[src/rtl/instruction_fetch_unit.sv]
// RV32IM fetch stage: owns the PC, drives the instruction cache address port and
// queues returned words in a small in-order buffer feeding the IF/ID register.
module instruction_fetch_unit #(
  parameter logic [31:0] RESET_PC  = 32'h0000_0000,
  parameter int          BUF_DEPTH = 2
) (
  input  logic        CLK,
  input  logic        RESET,
  output logic [31:0] IC_ADDRESS,
  input  logic [31:0] IC_READDATA,
  input  logic        IC_BUSYWAIT,
  input  logic        ID_STALL,
  input  logic        BRANCH_TAKEN,
  input  logic [31:0] BRANCH_TARGET,
  output logic [31:0] IF_INSTR,
  output logic [31:0] IF_PC,
  output logic        IF_VALID
);

  localparam int PTR_W = (BUF_DEPTH > 1) ? $clog2(BUF_DEPTH) : 1;
  localparam int CNT_W = PTR_W + 1;
  localparam logic [CNT_W-1:0] FULL_CNT = CNT_W'(BUF_DEPTH);

  typedef enum logic {
    S_FETCH   = 1'b0,
    S_DISCARD = 1'b1
  } state_e;

  state_e             r_state;
  logic [31:0]        r_pc;
  logic [31:0]        r_pending_pc;
  logic [PTR_W-1:0]   r_head;
  logic [PTR_W-1:0]   r_tail;
  logic [CNT_W-1:0]   r_count;
  logic [31:0]        r_buf_pc    [BUF_DEPTH];
  logic [31:0]        r_buf_instr [BUF_DEPTH];

  state_e             w_state_nxt;
  logic [31:0]        w_pc_nxt;
  logic [31:0]        w_pending_nxt;
  logic [PTR_W-1:0]   w_head_nxt;
  logic [PTR_W-1:0]   w_tail_nxt;
  logic [CNT_W-1:0]   w_count_nxt;
  logic               w_wr_en;
  logic               w_accept;
  logic               w_pop;
  logic               w_full;
  logic [31:0]        w_target;
  logic               w_unused_tgt_lsbs;

  assign w_target          = {BRANCH_TARGET[31:2], 2'b00};
  assign w_unused_tgt_lsbs = ^BRANCH_TARGET[1:0];
  assign w_full            = (r_count == FULL_CNT);
  assign w_pop             = IF_VALID && !ID_STALL;

  // NOTE: every signal driven here gets a default first, so no path leaves a
  // value unassigned and no latch is inferred.
  always_comb begin
    w_state_nxt   = r_state;
    w_pc_nxt      = r_pc;
    w_pending_nxt = r_pending_pc;
    w_head_nxt    = r_head;
    w_tail_nxt    = r_tail;
    w_count_nxt   = r_count;
    w_wr_en       = 1'b0;
    w_accept      = 1'b0;

    case (r_state)
      S_FETCH: begin
        if (BRANCH_TAKEN) begin
          w_head_nxt  = r_tail;
          w_count_nxt = '0;
          if (!IC_BUSYWAIT) begin
            w_pc_nxt = w_target;
          end else begin
            // Hold the PC so the outstanding miss completes on a stable address.
            w_pending_nxt = w_target;
            w_state_nxt   = S_DISCARD;
          end
        end else begin
          w_accept = !IC_BUSYWAIT && (!w_full || w_pop);
          if (w_accept) begin
            w_wr_en    = 1'b1;
            w_tail_nxt = r_tail + PTR_W'(1);
            w_pc_nxt   = r_pc + 32'd4;
          end
          if (w_pop) begin
            w_head_nxt = r_head + PTR_W'(1);
          end
          case ({w_accept, w_pop})
            2'b10:   w_count_nxt = r_count + CNT_W'(1);
            2'b01:   w_count_nxt = r_count - CNT_W'(1);
            default: w_count_nxt = r_count;
          endcase
        end
      end

      S_DISCARD: begin
        if (BRANCH_TAKEN) begin
          w_head_nxt    = r_tail;
          w_count_nxt   = '0;
          w_pending_nxt = w_target;
        end else if (w_pop) begin
          w_head_nxt  = r_head + PTR_W'(1);
          w_count_nxt = r_count - CNT_W'(1);
        end
        // The returning word belongs to the abandoned path and is dropped.
        if (!IC_BUSYWAIT) begin
          w_pc_nxt    = BRANCH_TAKEN ? w_target : r_pending_pc;
          w_state_nxt = S_FETCH;
        end
      end

      default: w_state_nxt = S_FETCH;
    endcase
  end

  // NOTE: state registers use non-blocking assignments so every flop samples
  // the pre-edge values regardless of statement order.
  always_ff @(posedge CLK) begin
    if (!RESET) begin
      r_state      <= S_FETCH;
      r_pc         <= RESET_PC;
      r_pending_pc <= '0;
      r_head       <= '0;
      r_tail       <= '0;
      r_count      <= '0;
    end else begin
      r_state      <= w_state_nxt;
      r_pc         <= w_pc_nxt;
      r_pending_pc <= w_pending_nxt;
      r_head       <= w_head_nxt;
      r_tail       <= w_tail_nxt;
      r_count      <= w_count_nxt;
    end
  end

  // NOTE: buffer storage has no reset; an entry is only observable once count
  // covers it, and the empty head is masked to zero below.
  always_ff @(posedge CLK) begin
    if (w_wr_en) begin
      r_buf_pc[r_tail]    <= r_pc;
      r_buf_instr[r_tail] <= IC_READDATA;
    end
  end

  assign IC_ADDRESS = r_pc;
  assign IF_VALID   = (r_count != '0);
  assign IF_INSTR   = IF_VALID ? r_buf_instr[r_head] : 32'h0;
  assign IF_PC      = IF_VALID ? r_buf_pc[r_head]    : 32'h0;

endmodule

[config.mk]
export PLATFORM = sky130hd
export DESIGN_NAME = instruction_fetch_unit
export DESIGN_NICKNAME = d
export VERILOG_FILES = /design/src/rtl/instruction_fetch_unit.sv
export SDC_FILE = /design/constraint.sdc
export NUM_CORES = 1
export LEC_CHECK = 0
export ABC_CLOCK_PERIOD_IN_PS = 10000
export BUFFER_PORTS_ARGS = -buffer_cell sky130_fd_sc_hd__buf_2
export CAP_MARGIN = 40
export CORE_MARGIN = 2
export CORE_UTILIZATION = 60
export DETAILED_ROUTE_END_ITERATION = 6
export PLACE_DENSITY_LB_ADDON = 0.12
export SLEW_MARGIN = 25
export SYNTH_ARGS = -nofsm -noshare
export SYNTH_HDL_FRONTEND = slang
export SYNTH_SLANG_ARGS = --single-unit
[constraint.sdc]
create_clock -name CLK -period 10 [get_ports CLK]
set_clock_uncertainty 0.1 [all_clocks]
set_input_delay 0.5 -clock CLK [delete_from_list [all_inputs] [get_ports CLK]]
set_output_delay 0.5 -clock CLK [all_outputs]
set_load 0.01 [all_outputs]
# Word-level counts from Yosys, hierarchy flattened
# Memory sizes are Yosys's and may differ from the RTL's. A register that Yosys moved wholly into a read port is not among the register bits.
# Index checks and enable logic that the tools add are counted.
# word_totals
in_bits	69
regBits	69
n_memories	2
wordCells	67
mem_bits_rw	128
# op_classes
muxes	30
eq_ne	10
bitwise_logic	2
n_reduce_logical	12
add_sub_neg	5
# mem_list
name	depth	word_bits	rd	rd_clocked_by_memory_dff	wr	line_no	source
r_buf_instr	2	32	1	1	1	36	logic [31:0] r_buf_instr [BUF_DEPTH];
r_buf_pc	2	32	1	1	1	35	logic [31:0] r_buf_pc [BUF_DEPTH];
# ops
operator	count
32-bit two-way mux	9
32-bit one-hot mux with 2 select lines	2
32-bit by 3-bit adder with 32-bit output (second input constant)	1
1-bit two-way mux	13
2-bit one-hot mux with 2 select lines	2
2-bit two-way mux	3
2-bit inequality test (second input constant)	3
3-bit inequality test (second input constant)	2
3-bit AND reduction	2
2-bit == test (second input constant)	2
4-bit by 2-bit inequality test with 1-bit output (second input constant)	1
2-bit AND reduction	2
2-bit nonzero test	2
1-bit zero test	3
3-bit by 2-bit inequality test with 1-bit output (second input constant)	1
1-bit adder (second input constant)	2
2-bit by 1-bit adder with 2-bit output (second input constant)	1
2-bit by 1-bit == test with 1-bit output (second input constant)	1
1-bit logical AND	2
1-bit NOT	2
1-bit one-hot mux with 2 select lines	1
2-bit by 1-bit subtractor with 2-bit output (second input constant)	1
1-bit logical OR	1

# Depth between registers and ports, before layout
# logic_depth
word_depth	9
depth_mapped	9
mapped_depth_nobuf	7

# Least setup slack after synthesis
# OpenSTA, ideal clock, no wires.
# synth_timing
path_kind	flip-flop to flip-flop
start	register r_count[0]
end	memory r_buf_instr[0][0], enable pin
required_ns	9.414
arrival_ns	3.917
stages_incl_launch_ff	7
path_slack_ns	5.497
path_cell_list	dfxtp_1 -> inv_1 -> ha_1 -> or2_2 -> a21oi_1 -> nand2_1 -> nor2_1
# synth_via
elab_chain_len	9
elab_cells_between_ends	11
classes_between	eq/ne: 1; mux: 5; reduce/logical: 5
# synth_rtl
element	line_no	source
from (decl)	34	logic [CNT_W-1:0] r_count;
from (signal assigned)	134	r_count <= w_count_nxt;
2-bit == test or 2-bit nonzero test (tied branches)	53, 148	
1-bit zero test or 1-bit logical AND (tied branches)	81, 54	
1-bit logical OR *	81	w_accept = !IC_BUSYWAIT && (!w_full || w_pop);
1-bit logical AND *	81	
1-bit two-way mux *	82	if (w_accept) begin
1-bit two-way mux *	70	if (BRANCH_TAKEN) begin
1-bit two-way mux *	68	case (r_state)
1-bit two-way mux *	141	if (w_wr_en) begin
1-bit two-way mux (implied by the code) *	143	r_buf_instr[r_tail] <= IC_READDATA;
to (decl)	36	
# Every way passes the cells marked *; elsewhere a longest branch is shown, timed or not.

# Final worst setup path
# layout_timing
start	register r_pc[2] (netlist: IC_ADDRESS[2])
end	register r_pc[30] (netlist: IC_ADDRESS[30])
# layout_via
elab_chain_len	4
# layout_rtl
element	line_no	source
from (decl)	30	logic [31:0] r_pc;
from (signal assigned)	130	r_pc <= w_pc_nxt;
32-bit by 3-bit adder with 32-bit output	85	w_pc_nxt = r_pc + 32'd4;
32-bit two-way mux	82	
32-bit two-way mux	70	
32-bit one-hot mux with 2 select lines	68	
# Every way passes these cells. The select of a mux whose other input is x is not followed.
# A chain may end at the register's enable or synchronous reset.

==> metrics.txt <==
Post-Synthesis Cells=791; Slew Viols, Final=0; Non-Filler Instances=~1,100; detail-routed via count per cell=between 5 and 6; Crit. End Element=register; synth cell count leaders=131 x nand2_1, 128 x edfxtp_1, 97 x nor2_1; Skew-Pair Late Insertion Delay=about 0.44 ns; CTS tree=yes; RSZ-0062 raised after global routing=no; final net count=between 1,000 and 1,500; register area=5250 um2; Lkg Pwr=0.00387 uW; max-capacitance violation count=0; post-route ant nets=0; CTS Sinks=198; WP data arrival=~3 ns; Tmin final=2.82 ns; worst rel slew slack=between 30% and 40%; DRC viols=11; CTS Buf Count=17; dpl hpwl=12.4 mm; clock buffer depth=2; maximum vdd ir drop=0.133 mV; layout cells sized above 1=23.9%; Avg Cell Area, Syn=11.0 um2; Hold Path Class=input port to register; count of cell types in the netlist=52; Yosys warnings=0; status=complete, but fails checks; pin count of the biggest net entering global routing=76; multi-input logic area=3240 um2; final setup TNS=0 ns; Initial Util=62.1%; kind of critical path=register to register; vias in the first global route=6,126; Yosys reg bits=198; number of fill cells=993; area grow syn2layout=18.6%; failing checks=DRC; CTS root buffer=clkbuf_16; P per Cell Area=181 nW/um2; die area=15,500 um2; Placed Cells=1,092; CP Data Required Time=~10 ns; GRT Overall Usage=26.1%; final hold vios=0; Diodes inserted=0; DR WL/cell=18.0 um; Final Cycle Share=28.2%; most frequent cell after synthesis=nand2_1; I/O Pins=166; vias after detailed routing=6,558; first-pass GRT wire length=32.3 mm; Cell Area, Synth=approximately 8700 um2; Worst-Margin Slew=0.924 ns; initial antenna violation count=0; Chip Height=124 um; # port buffers=approximately 160; GP Congestion=0.950; Yosys top cell by area=edfxtp_1; Startpoint Class=register; Async SR Flop Fraction=0%; syn_nets=863; Die X=between 100 and 150 um; CTS H-tree depth=4; TritonRoute pass-1 iters=7; largest fanout on the critical path=7; postcts setup bufs=0; post-synth top area share=44.2%; fmax=354 MHz; Post-synth top flop=edfxtp_1; EDFF count, synth=128; Clk pin slew, worst setup/hold paths=0.07 ns; final setup vio count=0; sequential area share after synthesis=60.4%; gr ovfl total=0; Area contributors post-synth=edfxtp_1 44%, dfxtp_1 16%, mux2i_1 8.4%, nand2_1 5.7%, nor2_1 4.2%; cts repair resizes=0; hold buffer count at cts=0; Initial DRC Count=899; final wirelength=20.3 mm; # rows=43; core area=14,000 um2
-- metrics by stage --
| stage | instance area, um2 | util (%) | power, uW | setup WS, ns | hold slack (ns) |
|---|---|---|---|---|---|
| final | 10300 | 73.7 | 1870 | 7.18 | 0.144 |
| after global routing | 10300 | 73.7 | 1940 | 7.14 | 0.134 |
| after CTS | 10300 | 73.3 | 1870 | 7.31 | 0.128 |
| after detailed placement | 9630 | 68.9 | 1160 | 7.05 | 0.357 |
| after global placement | 9600 | 68.6 | 1140 | 7.05 | 0.350 |
| after floorplan | 8690 | - | 1080 | 5.50 | 0.343 |
-- sequential cells by signal, indices dropped and copies added, names as in the netlist, named ones only --
signal	cells
r_buf_pc	64
r_count	2
r_buf_instr	64
r_tail	1
IC_ADDRESS	32
r_head	1
r_pending_pc	32
r_state	1
-- path summary, 6_finish.rpt --
| path | start | slack [ns] | cells past startpoint | to |
|---|---|---|---|---|
| worst max register to register | IC_ADDRESS[2] | 7.18 | 6 | IC_ADDRESS[30] |
| worst max-delay path | IC_ADDRESS[2] | 7.18 | 6 | IC_ADDRESS[30] |
| worst min-delay path | IC_READDATA[20] | 0.14 | 1 | r_buf_instr[1][20] |
| worst min register to register | r_pending_pc[31] | 0.37 | 2 | r_pending_pc[31] |
-- power by group --
part	switching (uW)	total (uW)	internal, uW
Combinational	119	199	79.8
Clock	307	727	420
Sequential	34.5	944	909
-- per-layer routing --
metal	routed length [um]	vias to the layer above	part of all wire [%]	GRT usage (%)
met5	0	-	0	0
met4	401	0	2.0	7.27
met3	1330	39	6.5	5.76
met2	9870	259	49	42.4
met1	8670	3124	43	35.9
li1	-	3136	-	-
-- cells by family after synthesis --
group | Yosys count | synth area share, %
mux | 73 | 8.41
xor+xnor | 3 | 0.302
buf+inv | 56 | 2.69
fa+ha+maj | 3 | 0.432
flops | 198 | 60.4
simple gates | 307 | 16.1
compound gates | 151 | 11.7
-- area by class of cell --
cell class,count,share of cell area (%)
Multi-Input combinational cell,537,31.4
Timing Repair Buffer,174,9.23
Clock buffer,17,4.13
Clock inverter,15,1.93
Inverter,5,0.182
Tap cell,180,2.19
Sequential cell,198,50.9
-- critical path, cell delays in order (launching register included) --
cell     delay (ns)
dfxtp_1        0.54
ha_1           0.28
nand3_1        0.29
nor4_1         0.88
nand3_1        0.23
mux2i_1        0.26
o21ai_0        0.11
-- layout by cell type (no fill, tap or decap), types with 4 or more instances in the layout --
cell / Yosys / layout
nand3_1: 13 / 13
inv_1: 5 / 5
nor2b_1: 8 / 7
and2_1: 4 / 4
o21ai_0: 40 / 40
edfxtp_1: 128 / 128
buf_2: 19 / 163
nor2_1: 97 / 96
nand2b_1: 6 / 6
o211ai_1: 19 / 19
clkbuf_16: 0 / 17
dfxtp_1: 70 / 69
bufinv_16: 0 / 4
a21oi_1: 16 / 16
nand4_1: 10 / 10
buf_4: 0 / 8
nor4_1: 6 / 6
and3_1: 7 / 6
nand2_1: 131 / 131
a22oi_1: 6 / 6
nor3_1: 7 / 7
mux2i_1: 73 / 73
a21boi_0: 40 / 40
(Power assumes the default switching activity.)
